$ cat src/rtl/score_keeper_pkg.sv
// Shared game-state encoding, datapath widths and a saturating adder for score_keeper.
package score_keeper_pkg;

  localparam int unsigned SCORE_BITS = 13;
  localparam int unsigned STATE_BITS = 1;
  localparam int unsigned SCORE_W    = SCORE_BITS + 1;
  localparam int unsigned MULT_W     = 3;

  typedef enum logic [STATE_BITS:0] {
    STATE_IDLE  = 2'd0,
    STATE_PLAY  = 2'd1,
    STATE_PAUSE = 2'd2,
    STATE_OVER  = 2'd3
  } gameState_t;

  // Add two counter values and clamp at lim; one extra bit catches the carry.
  function automatic logic [SCORE_W-1:0] satAdd(input logic [SCORE_W-1:0] a,
                                                input logic [SCORE_W-1:0] b,
                                                input logic [SCORE_W-1:0] lim);
    logic [SCORE_W:0] sum;
    sum = {1'b0, a} + {1'b0, b};
    return (sum >= {1'b0, lim}) ? lim : sum[SCORE_W-1:0];
  endfunction

endpackage

$ cat src/rtl/score_keeper_rise_detect.sv
// Registered rising-edge detector with an optional 2-FF synchronizer in front.
module rise_detect #(
  parameter int unsigned WIDTH = 1,
  parameter bit          SYNC  = 1'b0
) (
  input  logic             clk,
  input  logic             reset_n,
  input  logic [WIDTH-1:0] d,
  output logic [WIDTH-1:0] rise
);

  logic [WIDTH-1:0] sampled;
  logic [WIDTH-1:0] prev;

  if (SYNC) begin : gSync
    logic [WIDTH-1:0] meta;
    logic [WIDTH-1:0] stable;
    always_ff @(posedge clk or negedge reset_n) begin
      if (!reset_n) begin
        meta   <= '0;
        stable <= '0;
      end else begin
        meta   <= d;
        stable <= meta;
      end
    end
    assign sampled = stable;
  end else begin : gDirect
    assign sampled = d;
  end

  always_ff @(posedge clk or negedge reset_n) begin
    if (!reset_n) begin
      prev <= '0;
      rise <= '0;
    end else begin
      prev <= sampled;
      rise <= sampled & ~prev;
    end
  end

endmodule

$ cat src/rtl/score_keeper.sv
// Score, combo, best-combo and multiplier tracking driven by hit judgements and the metronome beat.
module score_keeper
  import score_keeper_pkg::*;
#(
  parameter int unsigned SCORE_MAX  = 9999,
  parameter int unsigned COMBO_STEP = 10,
  parameter int unsigned MULT_MAX   = 4,
  parameter int unsigned COMBO_SHOW = 2
) (
  input  logic                clk,
  input  logic                reset_n,
  input  logic                metronome_clk,
  input  logic [STATE_BITS:0] state,
  input  logic                arrow_valid,
  input  logic                correctHit,
  input  logic                incorrectHit,
  output logic [SCORE_W-1:0]  score,
  output logic [SCORE_W-1:0]  combo_count,
  output logic [SCORE_W-1:0]  best_combo,
  output logic [MULT_W-1:0]   multiplier,
  output logic                combo_active,
  output logic                miss_pulse
);

  localparam logic [SCORE_W-1:0] MAX_V = SCORE_W'(SCORE_MAX);

  gameState_t         gameState;
  logic               beatTick;
  logic               correctRise;
  logic               incorrectRise;
  logic               judged;
  logic               beatArrow;
  logic [SCORE_W-1:0] scoreNext;
  logic [SCORE_W-1:0] comboNext;
  logic               judgedNext;
  logic               missNext;

  assign gameState = gameState_t'(state);

  // Multiplier from combo via a compare chain against constant step thresholds.
  function automatic logic [MULT_W-1:0] multFor(input logic [SCORE_W-1:0] c);
    logic [MULT_W-1:0] m;
    m = MULT_W'(1);
    for (int unsigned i = 1; i < MULT_MAX; i++) begin
      if (32'(c) >= i * COMBO_STEP) m = MULT_W'(i + 1);
    end
    return m;
  endfunction

  rise_detect #(.WIDTH(1), .SYNC(1'b1)) uBeat (
    .clk(clk), .reset_n(reset_n), .d(metronome_clk), .rise(beatTick)
  );
  rise_detect #(.WIDTH(1), .SYNC(1'b0)) uCorrect (
    .clk(clk), .reset_n(reset_n), .d(correctHit), .rise(correctRise)
  );
  rise_detect #(.WIDTH(1), .SYNC(1'b0)) uIncorrect (
    .clk(clk), .reset_n(reset_n), .d(incorrectHit), .rise(incorrectRise)
  );

  // Event first, then miss check against the post-event judged flag, then beat clears judged.
  always_comb begin
    scoreNext  = score;
    comboNext  = combo_count;
    judgedNext = judged;
    missNext   = 1'b0;
    if (gameState == STATE_PLAY) begin
      if (!judged && (correctRise || incorrectRise)) begin
        judgedNext = 1'b1;
        if (incorrectRise) begin
          comboNext = '0;
        end else begin
          comboNext = satAdd(combo_count, SCORE_W'(1), MAX_V);
          scoreNext = satAdd(score, SCORE_W'(multFor(comboNext)), MAX_V);
        end
      end
      if (beatTick) begin
        if (beatArrow && !judgedNext) begin
          comboNext = '0;
          missNext  = 1'b1;
        end
        judgedNext = 1'b0;
      end
    end
  end

  always_ff @(posedge clk or negedge reset_n) begin
    if (!reset_n) begin
      score        <= '0;
      combo_count  <= '0;
      best_combo   <= '0;
      multiplier   <= MULT_W'(1);
      combo_active <= 1'b0;
      miss_pulse   <= 1'b0;
      judged       <= 1'b0;
      beatArrow    <= 1'b0;
    end else if (gameState == STATE_IDLE) begin
      score        <= '0;
      combo_count  <= '0;
      best_combo   <= '0;
      multiplier   <= MULT_W'(1);
      combo_active <= 1'b0;
      miss_pulse   <= 1'b0;
      judged       <= 1'b0;
      beatArrow    <= 1'b0;
    end else begin
      score        <= scoreNext;
      combo_count  <= comboNext;
      multiplier   <= multFor(comboNext);
      combo_active <= 32'(comboNext) >= COMBO_SHOW;
      miss_pulse   <= missNext;
      judged       <= judgedNext;
      if (beatTick) beatArrow <= arrow_valid;
      // Trails combo_count by one clock.
      if (combo_count > best_combo) best_combo <= combo_count;
    end
  end

endmodule

$ cat config.mk
export PLATFORM = sky130hd
export DESIGN_NAME = score_keeper
export DESIGN_NICKNAME = d
export VERILOG_FILES = /design/src/rtl/score_keeper_pkg.sv /design/src/rtl/score_keeper_rise_detect.sv /design/src/rtl/score_keeper.sv
export SDC_FILE = /design/constraint.sdc
export NUM_CORES = 1
export LEC_CHECK = 0
export CORE_AREA = 2 2 91 93
export DETAILED_ROUTE_END_ITERATION = 16
export DIE_AREA = 0 0 93 95
export GPL_TIMING_DRIVEN = 0
export MAX_ROUTING_LAYER = met4
export PLACE_DENSITY = 0.82
export SETUP_SLACK_MARGIN = 0.02
export SYNTH_ARGS = -nofsm -noshare
export SYNTH_HDL_FRONTEND = slang
export SYNTH_HIERARCHICAL = 1
export SYNTH_SLANG_ARGS = --single-unit
export TNS_END_PERCENT = 100
$ cat constraint.sdc
create_clock -name clk -period 13.05 [get_ports clk]
set_input_delay 2.61 -clock clk [delete_from_list [all_inputs] [get_ports clk]]
set_output_delay 2.61 -clock clk [all_outputs]
set_load 0.05 [all_outputs]
# == Word-level counts from Yosys, hierarchy flattened ==
# Index checks and enable logic that the tools add are counted.
# word_totals
output_inout_bits,47
in_bits,8
word_cells,83
regBits,57
# classes
n_mux,36
n_addsub,2
n_eq_ne,2
n_lt_le_gt_ge,10
reduce_logical,11
bitwise_logic,6
# ops
operator,count
two-way mux 14 bit,14
"greater-or-equal comparator 14 x 5 -> 1 bit, second input constant",4
"greater-or-equal comparator 15 x 14 -> 1 bit, second input constant",2
"greater-or-equal comparator 14 x 4 -> 1 bit, second input constant",2
two-way mux 3 bit,8
"adder 14 x 1 -> 15 bit, second input constant",1
adder 14 x 3 -> 15 bit,1
"greater-or-equal comparator 14 x 2 -> 1 bit, second input constant",1
> comparator 14 bit,1
two-way mux 1 bit,12
nonzero test 2 bit,4
two-way mux 2 bit,2
bitwise AND 1 bit,3
NOT 1 bit,3
AND reduction 3 bit,1
"== test 2 x 1 -> 1 bit, second input constant",1
logical AND 1 bit,2
zero test 1 bit,2
zero test 2 bit,1
"inequality test 2 bit, second input constant",1
logical OR 1 bit,1

# == Longest topological paths before layout ==
# Gate-level depths: netlist of the first run.
# depth
word_depth,17
mapped_depth,23

# == Cells and area by module ==
# Netlist of the first run, hierarchy kept.
# by_module_without_submodules
module,cells_per_inst,seq_area_each_um2,instances,area_per_inst_um2
score_keeper,505,1227.4,1,3930.0
rise_detect (uCorrect ...),3,50.0,2,63.8
rise_detect (uBeat),5,100.1,1,113.9

# == Least setup slack after synthesis of the first run ==
# Ideal clock, no wire load.
# synth_timing
path_kind,register to register
start,reg combo_count[1]
end,reg score[7]
setup_slack_ns,8.039
synth_period_minus_slack_ns,5.011
stages_incl_launch_ff,22
t_arrival_ns,4.929
cell_sequence,dfrtp_1 ha_1 clkbuf_1 nand3_1 a32oi_1 o311a_1 a21o_1 buf_6 o2111ai_1 nor3_1 ha_1 inv_1 fa_1 nor2b_1 o21ai_0 mux2_2 o21ai_0 a31oi_1 a21oi_1 buf_2 nand3_1 a31oi_1
# synth_via
elab_chain_cells,17
elab_cells_between_ends,19
# synth_lines
element,line_no,source
from (decl),score_keeper.sv:18,"output logic [SCORE_W-1:0] combo_count,"
from (signal assigned),score_keeper.sv:107,combo_count <= comboNext;
adder 14 x 1 -> 15 bit *,score_keeper_pkg.sv:21,"sum = {1'b0, a} + {1'b0, b};"
greater-or-equal comparator 15 x 14 -> 1 bit,score_keeper_pkg.sv:22,"return (sum >= {1'b0, lim}) ? lim : sum[SCORE_W-1:0];"
two-way mux 14 bit *,score_keeper_pkg.sv:22,
greater-or-equal comparator 14 x 4 -> 1 bit,score_keeper.sv:45,if (32'(c) >= i * COMBO_STEP) m = MULT_W'(i + 1);
two-way mux 2 bit,score_keeper.sv:45,
two-way mux 3 bit,score_keeper.sv:45,
two-way mux 3 bit *,score_keeper.sv:45,
two-way mux 3 bit *,score_keeper.sv:69,if (incorrectRise) begin
two-way mux 3 bit *,score_keeper.sv:67,if (!judged && (correctRise || incorrectRise)) begin
two-way mux 3 bit *,score_keeper.sv:66,if (gameState == STATE_PLAY) begin
adder 14 x 3 -> 15 bit *,score_keeper_pkg.sv:21,
greater-or-equal comparator 15 x 14 -> 1 bit,score_keeper_pkg.sv:22,
two-way mux 14 bit *,score_keeper_pkg.sv:22,
two-way mux 14 bit *,score_keeper.sv:69,
two-way mux 14 bit *,score_keeper.sv:67,
two-way mux 14 bit *,score_keeper.sv:66,
two-way mux 14 bit *,score_keeper.sv:96,end else if (gameState == STATE_IDLE) begin
to (signal assigned),score_keeper.sv:106,score <= scoreNext;
to (decl),score_keeper.sv:17,"output logic [SCORE_W-1:0] score,"
# Every way passes the cells marked *; elsewhere a longest branch is shown, timed or not. The select of a mux whose other input is x is not followed.
# A chain may end at the register's enable or synchronous reset.

# == Worst setup path in the final report of the first run ==
# Same ends and word-level chain as after synthesis.

==> results of run 1 <==
[registers in the layout, indices dropped and copies added (netlist names)]
signal              cells
uIncorrect/prev         1
combo_active            1
best_combo             14
miss_pulse              1
uBeat/gSync.stable      1
uCorrect/rise           1
uIncorrect/rise         1
beatArrow               1
uBeat/gSync.meta        1
multiplier              3
uCorrect/prev           1
combo_count            14
uBeat/rise              1
judged                  1
uBeat/prev              1
score                  14
[critical path: stages (launching register included)]
cell and delay [ns]:
dfrtp_1 0.63, ha_1 0.38, clkbuf_1 0.39, nand3_1 0.26, a32oi_1 0.31, o311a_1 0.31
a21o_1 0.16, buf_6 0.14, o2111ai_1 0.25, nor3_1 0.36, ha_1 0.25, inv_1 0.07
fa_1 0.41, nor2b_1 0.26, o21ai_0 0.20, mux2_2 0.30, o21ai_0 0.17, a31oi_1 0.13
a21oi_1 0.50, buf_2 0.32, nand3_1 0.10, a31oi_1 0.20
[final cells by class]
class	count	area, um^2
flip-flops and latches	57	1428
clock buffers	14	182.7
well taps	105	131.4
repair buffers	55	555.5
multi-input cells	397	2491
clock inverters	2	35.03
fillers	709	2851
plain buffers	34	147.6
inverters	28	105.1
[metal layers]
layer | up-vias | GRT usage, %
met1 | 2098 | 36.69
met5 | - | -
met2 | 227 | 51.39
li1 | 2041 | -
met4 | 0 | 13.11
met3 | 35 | 4.549
[report_power, final]
group	leakage [nW]	internal (mW)	switching [mW]	total, mW
sequential	0.775	0.180	0.00356	0.184
combinational	1.12	0.0190	0.0450	0.0641
clock	0.113	0.109	0.0712	0.180
total	2.01	0.308	0.120	0.428
[metrics by stage]
step           setup WS (ns)  hold WS, ns
2_1_floorplan          8.039       0.3312
3_3_place_gp           7.303       0.3398
3_5_place_dp           7.166       0.3394
4_1_cts                7.083       0.3621
5_1_grt                6.333       0.3670
6_report               6.842       0.3559
[worst paths after layout]
kind / to / from
max in group asynchronous: multiplier[0] / reset_n
hold reg to reg: uBeat/gSync.stable / uBeat/gSync.meta
setup reg to reg: score[7] / combo_count[1]
hold / removal: uBeat/gSync.stable / uBeat/gSync.meta
min in group asynchronous: best_combo[2] / reset_n
setup / recovery: score[7] / combo_count[1]
[kinds of logic (layout without fill, tap and decap cells)]
logic type,Yosys count,in the layout,synth area share [%]
xor+xnor,7,7,1.470
compound gates,164,164,25.83
buf+inv,62,133,6.059
mux,4,4,1.020
flops,57,57,34.22
simple gates,202,202,25.22
fa+ha+maj,20,20,6.179
[cells in the mapped netlist, types with 3 or more instances]
| cell | instances | area share (%) |
|---|---|---|
| nand2b_1 | 7 | 1.0 |
| nor2b_4 | 3 | 0.99 |
| o21ai_1 | 5 | 0.60 |
| or3_1 | 4 | 0.60 |
| a211oi_1 | 5 | 0.90 |
| a221oi_1 | 3 | 0.63 |
| nand3_1 | 35 | 4.2 |
| nand4b_1 | 3 | 0.63 |
| a22o_1 | 7 | 1.5 |
| dfrtp_1 | 56 | 34 |
| nor3_1 | 13 | 1.6 |
| o31ai_1 | 4 | 0.72 |
| and3_1 | 7 | 1.0 |
| nor2_1 | 45 | 4.0 |
| o21ai_0 | 33 | 4.0 |
| nor2b_1 | 7 | 1.0 |
| a21o_1 | 8 | 1.4 |
| xnor2_1 | 5 | 1.0 |
| and2_1 | 5 | 0.75 |
| clkbuf_1 | 24 | 2.2 |
| ha_1 | 19 | 5.7 |
| nor4_1 | 5 | 0.75 |
| nand4_1 | 10 | 1.5 |
| buf_2 | 7 | 0.84 |
| nand2_1 | 43 | 3.9 |
| a21oi_1 | 47 | 5.6 |
| inv_1 | 28 | 2.5 |
| o211ai_1 | 3 | 0.54 |
| o2111ai_1 | 3 | 0.63 |
| a31oi_1 | 13 | 1.9 |
| o311a_1 | 3 | 0.72 |
[cells in the final DEF (no fill, tap or decap), types with 7 or more instances in the layout]
cell / count
buf_2: 8
a21oi_1: 47
o21ai_0: 33
clkbuf_1: 25
a22o_1: 7
inv_1: 28
nor2_1: 45
nand4_1: 10
nor3_1: 13
a21o_1: 8
clkbuf_8: 13
and3_1: 7
clkdlybuf4s50_1: 53
nand3_1: 35
nor2b_1: 7
nand2_1: 43
ha_1: 19
dfrtp_1: 56
nand2b_1: 7
a31oi_1: 13
==> impl_metrics.toml, run 1 <==
[place]
io_buffers = 54
dp_cells = 676
hpwl_mm = 8.950
place_area_um2 = 4858
place_congestion = 0.9643

[sta]
slew_headroom_pct = 35.29
hold_violations = 0
worst_slew_pin_slew_ns = 0.9649
rsz0062_at_grt = "no"
tns_ns = 0
fmax_mhz = 161.1
setup-violations-final = 0
period_needed_ns = 6.208
fin_skew_ns = 0.009658
min_period_over_period_pct = 47.57
drv_slew = 0

[final_layout]
finalInstanceArea_um2 = 5076
final_cells = 692
diodes = 0
syn_to_final_growth_pct = 21.69
nets = 610
utilization_pct = 64.03
drive_gt1_share_pct = 7.325

[hold_path]
hold_class = "flop to flop"
whs_path_depth = 0

[global_routing]
overflow = 0
antenna_found_initial = 0
grt_pass1_vias = 4357
grt_max_degree = 33
grt_pass1_wl_mm = 20.81
grtUsageTotal_pct = 30.52

[logic_synthesis]
ys_ff_latch = 57
ys_seq_area_share_pct = 34.22
synthFlopType = "dfrtp_1"
synth_nets = 544
synth_cells = 516
yosysUniqueCellTypes = 75
syn_avg_cell_area_um2 = 8.084
yosysWarnings = 6
syn-cell-area_um2 = 4172
synthArstFlopShare_pct = 100.0
synth_edf_count = 0

[cts]
cts_buffers = 9
clock_path_buffers = 2
cts_setup_buffers = 0
path_clk_slew_ns = 0.07
clock_sinks = 57
htreeDepth = 3
root_buffer = "clkbuf_8"
clk_latency_ns = 0.34
ctsResizeCount = 0
cts_hold_buffers = 0
cts_tree = "yes"

[floorplanning]
die_y_um = 95
core_area_um2 = 7928
io_pins = 55
die_width_um = 93
die_area_um2 = 8835
std_cell_rows = 33
start_util_pct = 52.62

[critical_path]
arrival_ns = 6.47
reg2reg_slack_ns = 6.84
worst-setup-path-type = "flop to flop"
cp-end-kind = "flop"
reg2reg_depth = 21
path_max_fanout = 11
cp-start-kind = "flop"
worst-endpoint-required_ns = 13.31

[drt]
avgRoutedWirePerCell_um = 17.61
first_pass_iters = 5
dr_wl_met2_mm = 6.060
drt-total-wl_mm = 12.19
wl_met1_mm = 4.921
via_per_inst = 6.360
met3_length_um = 905
postRouteAntennaNets = 0
drc_errors = 0
vias = 4401
top_layer_used = "met4"
drt_iter0_markers = 323

[pwr]
vdd_drop_max_mv = 0.07129
power_mw = 0.4281
leakagePower_nw = 2.007
power.density_cell_area_nw_per_um2 = 84.34

[status]
status = "finished, final reports clean"

[flow_run]
max-cap-violations = 0
Note: power is estimated with default switching activity, not from simulation.
==> run 2: changes to the inputs <==
==> constraint.sdc (replaced) <==
create_clock -name clk -period 6.3 [get_ports clk]
set_input_delay 1.26 -clock clk [delete_from_list [all_inputs] [get_ports clk]]
set_output_delay 1.26 -clock clk [all_outputs]
set_load 0.05 [all_outputs]
==> impl_metrics.toml, run 2 (synthesized netlist as in run 1, its figures left out) <==
[status]
status = "finished, final reports clean"

[cts]
cts_hold_buffers = 0
cts_tree = "yes"
clock_path_buffers = 2
htreeDepth = 3
cts_buffers = 9
clk_latency_ns = 0.34
path_clk_slew_ns = 0.07
root_buffer = "clkbuf_8"
clock_sinks = 57

[critical_path]
crit_family = "compound AO/OA/AOI/OAI gates"
reg2reg_slack_ns = 0.46
slowest_delay_ns = 0.64
cp-start-kind = "flop"
critPathSlowestCell = "dfrtp_1"
path_buf_inv = 3
path_max_fanout = 11
cp_cell_sequence = "ha_1, nand4_2, o32a_1, a211oi_2, a21o_1, buf_6, o2111ai_1, nor3_1, ha_1, inv_1, fa_1, nor2b_1, o21ai_0, mux2_2, o21ai_0, a31oi_1, a21oi_2, buf_2, nand3_1, a31oi_1"
worst-endpoint-required_ns = 6.56
worst-setup-path-type = "flop to flop"
arrival_ns = 6.10
cp-end-kind = "flop"

[floorplanning]
core_area_um2 = 7928
die_y_um = 95
io_pins = 55
die_width_um = 93
std_cell_rows = 33
start_util_pct = 52.62
die_area_um2 = 8835

[place]
pre_cts_slack_ns = 0.4157
hpwl_mm = 8.950
place_congestion = 0.9643
place_area_um2 = 4858
dp_cells = 676
io_buffers = 54

[pwr]
power.density_cell_area_nw_per_um2 = 174.7
leakagePower_nw = 2.011
vdd_drop_max_mv = 0.1475
power_mw = 0.8879

[final_layout]
utilization_pct = 64.09
nets = 610
syn_to_final_growth_pct = 21.81
mostFrequentLayoutCells = "dfrtp_1, clkdlybuf4s50_1, a21oi_1, nor2_1, nand2_1"
final_cells = 692
final_common_cell = "dfrtp_1"
diodes = 0
drive_gt1_share_pct = 7.666
finalInstanceArea_um2 = 5081
reg.largest.list = "best_combo (14), combo_count (14), score (14)"

[sta]
hold_violations = 0
slew_headroom_pct = 39.08
hold_slack_ns = 0.3559
min_period_over_period_pct = 92.69
drv_slew = 0
fmax_mhz = 171.3
layout_setup_ws_ns = 0.4606
period_needed_ns = 5.839
fin_skew_ns = 0.01129
worst_slew_pin_slew_ns = 0.9083
tns_ns = 0
setup-violations-final = 0
rsz0062_at_grt = "no"

[drt]
drt_iter0_markers = 345
drc_errors = 0
vias = 4369
via_per_inst = 6.314
avgRoutedWirePerCell_um = 17.50
postRouteAntennaNets = 0
first_pass_iters = 5
drt-total-wl_mm = 12.11

[global_routing]
use_met3_pct = 4.549
met2_usage_pct = 51.39
top_usage_layer = "met2"
grt_max_degree = 33
use_met1_pct = 36.69
grt_pass1_vias = 4357
overflow = 0
grtUsageTotal_pct = 30.52
grt_pass1_wl_mm = 20.81
antenna_found_initial = 0

[flow_run]
max-cap-violations = 0

[hold_path]
hold_class = "flop to flop"
run 2: cell types whose count changed in the layout (fill, tap and decap cells not counted):
cell and change:
a21oi_1 -1, clkbuf_2 +1, clkbuf_1 -1, a21oi_2 +1
run 2: layer usage:
layer,up-vias,wire length [um],share of wire [%]
li1,2039,-,-
met1,2083,4979,41
met2,214,6024,50
met3,33,810,6.7
met4,0,297,2.5
met5,-,0,0
run 2: power breakdown:
part | switching [mW] | leakage [nW] | total (mW) | internal, mW
logic | 0.0933 | 1.12 | 0.133 | 0.0395
clock network | 0.149 | 0.113 | 0.374 | 0.226
registers | 0.00730 | 0.775 | 0.381 | 0.374
run 2: path summary, 6_finish.rpt:
path | to | depth (start not counted) | start
setup / recovery | score[6] | 20 | combo_count[1]
hold reg to reg | uBeat/gSync.stable | 0 | uBeat/gSync.meta
setup reg to reg | score[6] | 20 | combo_count[1]
hold / removal | uBeat/gSync.stable | 0 | uBeat/gSync.meta
max in group asynchronous | multiplier[0] | 2 | reset_n
min in group asynchronous | best_combo[2] | 1 | reset_n
run 2: timing repair:
action                     CTS  global route
gates resized for setup      0             3
hold endpoints to repair     0             0
setup endpoints to repair    0            12
setup buffers                0             0
run 2: layout make-up:
type	instances	area [um^2]
Buffer	34	148.9
Clock buffer	14	182.7
Clock inverter	2	35.03
Fill cell	708	2846
Inverter	28	105.1
Multi-Input combinational cell	397	2495
Sequential cell	57	1428
Tap cell	105	131.4
Timing Repair Buffer	55	555.5
==> edit 1 (settings of run 2) <==
`MULT_MAX`: 4 -> 2.
--- a/src/rtl/score_keeper.sv
+++ b/src/rtl/score_keeper.sv
@@ -4,7 +4,7 @@
 #(
   parameter int unsigned SCORE_MAX  = 9999,
   parameter int unsigned COMBO_STEP = 10,
-  parameter int unsigned MULT_MAX   = 4,
+  parameter int unsigned MULT_MAX   = 2,
   parameter int unsigned COMBO_SHOW = 2
 ) (
   input  logic                clk,
Function: same outputs for any inputs over 10 cycles, from zero or initial values and one cycle with reset_n low; that may be too few to reach the edited logic, so the function may still have changed.
==> edit 1 against run 2 <==
Sequential cell count down 1; combinational power decreased by 20%; setup slack better by 0.039 ns; largest cell class unchanged; cell area is 12% lower; largest power group unchanged; total power down 22%; area after synthesis is 11% lower; non-clock buffer count is 15 lower; routed wire length shrank 25%.
==> edit 1: results <==
{
  "status": "finished clean",
  "cpMaxStageDelayCell": "nor3_1",
  "holdWs_ns": 0.355,
  "wl_met1_um": 4010,
  "p_leak_nw": 1.95,
  "dp_slack_ns": 0.596,
  "crit_arrival_ns": 6.04,
  "grt_use_total_pct": 21.8,
  "synth.distinct_cells": 73,
  "drive_gt1_share_pct": 8.45,
  "grt_first_pass_wirelength_um": 15000,
  "vias": 3398,
  "synth.top_cells.by_count": "nor2_1 (60), dfrtp_1 (55), inv_1 (31)",
  "path_clk_slew_ns": 0.10,
  "yosysSeqAreaShare_pct": 37.9,
  "nets": 511,
  "r2r_slack_ns": 0.50,
  "synth_nets": 450,
  "io_buffers": 53,
  "met3WireLength_um": 492,
  "placed_area_mm2": 0.00438,
  "cp_top_family": "simple AND/OR/NAND/NOR gates",
  "clock_latency_ns": 0.32,
  "crit_path_max_incr_delay_ns": 0.60,
  "cts_made_buffers": 5,
  "nClkBuffers": 7,
  "rr_worst_depth": 22,
  "finClkSkew_ns": 0.00589,
  "grt_max_degree": 34,
  "clk_share_pct": 2.10
}
-- edit 1: changes by cell type after synthesis, moves of 4 or more --
| cell | delta |
|---|---|
| nand2_1 | -20 |
| nand3_1 | -23 |
| nand4_1 | -4 |
| mux2i_1 | +13 |
| nor2b_1 | -5 |
| a22o_1 | -6 |
| o21ai_0 | -11 |
| a21oi_1 | -19 |
| clkbuf_1 | -13 |
| a211oi_1 | -4 |
| nor2_1 | +15 |
| a31oi_1 | -5 |
| nor3_1 | -6 |
-- edit 1: stage by stage --
stage	utilization, %	std cells
after floorplan	-	423
after detailed placement	55.3	582
final	56.4	590
after global routing	56.4	590
after CTS	56.4	590
after global placement	55.1	581
-- edit 1: kinds of logic after synthesis --
family                   after synthesis  share of synthesized area [%]
multiplexers                          15                           4.05
AO/OA/AOI/OAI                        115                           20.7
AND/OR/NAND/NOR                      154                           22.0
other                                  1                          0.101
buffers and inverters                 52                           6.01
XOR/XNOR                              11                           2.60
flip-flops                            56                           37.9
adder cells (fa/ha/maj)               19                           6.62
==> edit 2 (config.mk and constraints of run 2) <==
Made on the original files. Add an input register stage for `state`, `arrow_valid`, `correctHit` and `incorrectHit`; this delays them by one clock.
--- a/src/rtl/score_keeper.sv
+++ b/src/rtl/score_keeper.sv
@@ -24,6 +24,18 @@
 
   localparam logic [SCORE_W-1:0] MAX_V = SCORE_W'(SCORE_MAX);
 
+  logic [STATE_BITS:0] state_q;
+  logic arrow_valid_q;
+  logic correctHit_q;
+  logic incorrectHit_q;
+
+  always_ff @(posedge clk) begin
+    state_q        <= state;
+    arrow_valid_q  <= arrow_valid;
+    correctHit_q   <= correctHit;
+    incorrectHit_q <= incorrectHit;
+  end
+
   gameState_t         gameState;
   logic               beatTick;
   logic               correctRise;
@@ -35,7 +47,7 @@
   logic               judgedNext;
   logic               missNext;
 
-  assign gameState = gameState_t'(state);
+  assign gameState = gameState_t'(state_q);
 
   // Multiplier from combo via a compare chain against constant step thresholds.
   function automatic logic [MULT_W-1:0] multFor(input logic [SCORE_W-1:0] c);
@@ -51,10 +63,10 @@
     .clk(clk), .reset_n(reset_n), .d(metronome_clk), .rise(beatTick)
   );
   rise_detect #(.WIDTH(1), .SYNC(1'b0)) uCorrect (
-    .clk(clk), .reset_n(reset_n), .d(correctHit), .rise(correctRise)
+    .clk(clk), .reset_n(reset_n), .d(correctHit_q), .rise(correctRise)
   );
   rise_detect #(.WIDTH(1), .SYNC(1'b0)) uIncorrect (
-    .clk(clk), .reset_n(reset_n), .d(incorrectHit), .rise(incorrectRise)
+    .clk(clk), .reset_n(reset_n), .d(incorrectHit_q), .rise(incorrectRise)
   );
 
   // Event first, then miss check against the post-event judged flag, then beat clears judged.
@@ -109,7 +121,7 @@
       combo_active <= 32'(comboNext) >= COMBO_SHOW;
       miss_pulse   <= missNext;
       judged       <= judgedNext;
-      if (beatTick) beatArrow <= arrow_valid;
+      if (beatTick) beatArrow <= arrow_valid_q;
       // Trails combo_count by one clock.
       if (combo_count > best_combo) best_combo <= combo_count;
     end
Behaviour: not the same (a bounded check fails within 4 cycles, from zero or initial values and one cycle with reset_n low).
==> edit 2 against run 2 <==
Global-route usage down 2.8 points; combinational power shrank 13%; first-iteration DRC count increased by 40%; critical path depth increased by 4; sequential share of layout area increased by 1.3 points; sequential cell count rose by 5; cell area up 2.3%; total power up 5.8%; setup slack improved by 0.035 ns; area after synthesis increased by 2.4%; routed wire length down 6.0%; critical path type unchanged; largest cell class unchanged.
==> edit 2: results <==
{
  "status": "finished clean",
  "cts_repair_resize_count": 0,
  "wl_per_cell_um": 16.9,
  "synth.top_cells.by_count": "dfrtp_1 (56), a21oi_1 (41), o21ai_0 (32)",
  "p_leak_nw": 2.12,
  "grt_max_degree": 36,
  "peakVddDrop_mv": 0.132,
  "fmax_ghz": 0.172,
  "synthTopCellsByArea": "dfrtp_1 (33%), ha_1 (5.6%), a21oi_1 (4.8%)",
  "gp_congestion": 0.934,
  "cp.required_ns": 6.51,
  "dp_slack_ns": 0.532,
  "route.met2.wl_um": 5520,
  "synthAdderAreaFrac_pct": 6.03,
  "synth.area.mux_share_pct": 0.967,
  "rr_worst_depth": 24,
  "met3WireLength_um": 818,
  "firstDrtPassIters": 5,
  "power_frac_clock_pct": 43.4,
  "synth_nets": 525,
  "wl_met1_um": 4770,
  "dp.cells": 657,
  "ctsRootBufferMaster": "clkbuf_8",
  "holdWs_ns": 0.355,
  "p_sw_uw": 251,
  "totalWireLength_um": 11400,
  "synth_compound_area_share_pct": 24.7,
  "r2r_end": "score[12]$_DFFE_PN0P_",
  "gr-usage-met2_pct": 45.6,
  "drive_gt1_share_pct": 10.2,
  "met1_usage_pct": 34.8,
  "yosysSeqAreaShare_pct": 35.8,
  "synth.distinct_cells": 79,
  "hpwlAfterDp_um": 8320,
  "powerSeq_uw": 415,
  "nets": 591,
  "synth_top_family_by_area": "compound AO/OA/AOI/OAI gates",
  "finClkSkew_ns": 0.0109,
  "critical_path.max_fanout": 10,
  "synthArstFlopShare_pct": 91.9,
  "ys_warn_count": 6,
  "grt_pass1_vias": 3926,
  "powerClk_uw": 408,
  "maxSlewHeadroom_pct": 44.5,
  "synth_area_per_cell_um2": 8.59,
  "grt_use_total_pct": 27.8,
  "drtIter0Drc": 482,
  "grt_antenna_before_repair": 0,
  "placed_area_mm2": 0.00496,
  "avgViaCountPerCell": 6.23,
  "grt_first_pass_wirelength_um": 18700
}
-- edit 2: final cells by class --
type	count	area, µm²
multi-input cells	374	2480
fillers	682	2730
flip-flops and latches	62	1530
clock buffers	11	151
clock inverters	5	81.3
plain buffers	39	188
inverters	22	82.6
repair buffers	55	556
well taps	105	131
-- edit 2: worst max-delay path: stages, from the launching register on --
cell and delay (ns):
dfrtp_1 0.43, buf_2 0.25, nand2_2 0.19, nor4_4 0.49, nand3_1 0.18, a21oi_1 0.23
nand4b_2 0.24, and2_1 0.33, nand2_1 0.09, nand2_1 0.07, a311oi_1 0.30, ha_1 0.22
inv_1 0.06, fa_1 0.40, and2b_1 0.29, o21ai_0 0.26, o32a_1 0.40, o22ai_1 0.17
o311a_1 0.27, o21ai_1 0.09, a21bo_1 0.21, buf_6 0.14, buf_6 0.14, a31oi_1 0.16
a31oi_1 0.06
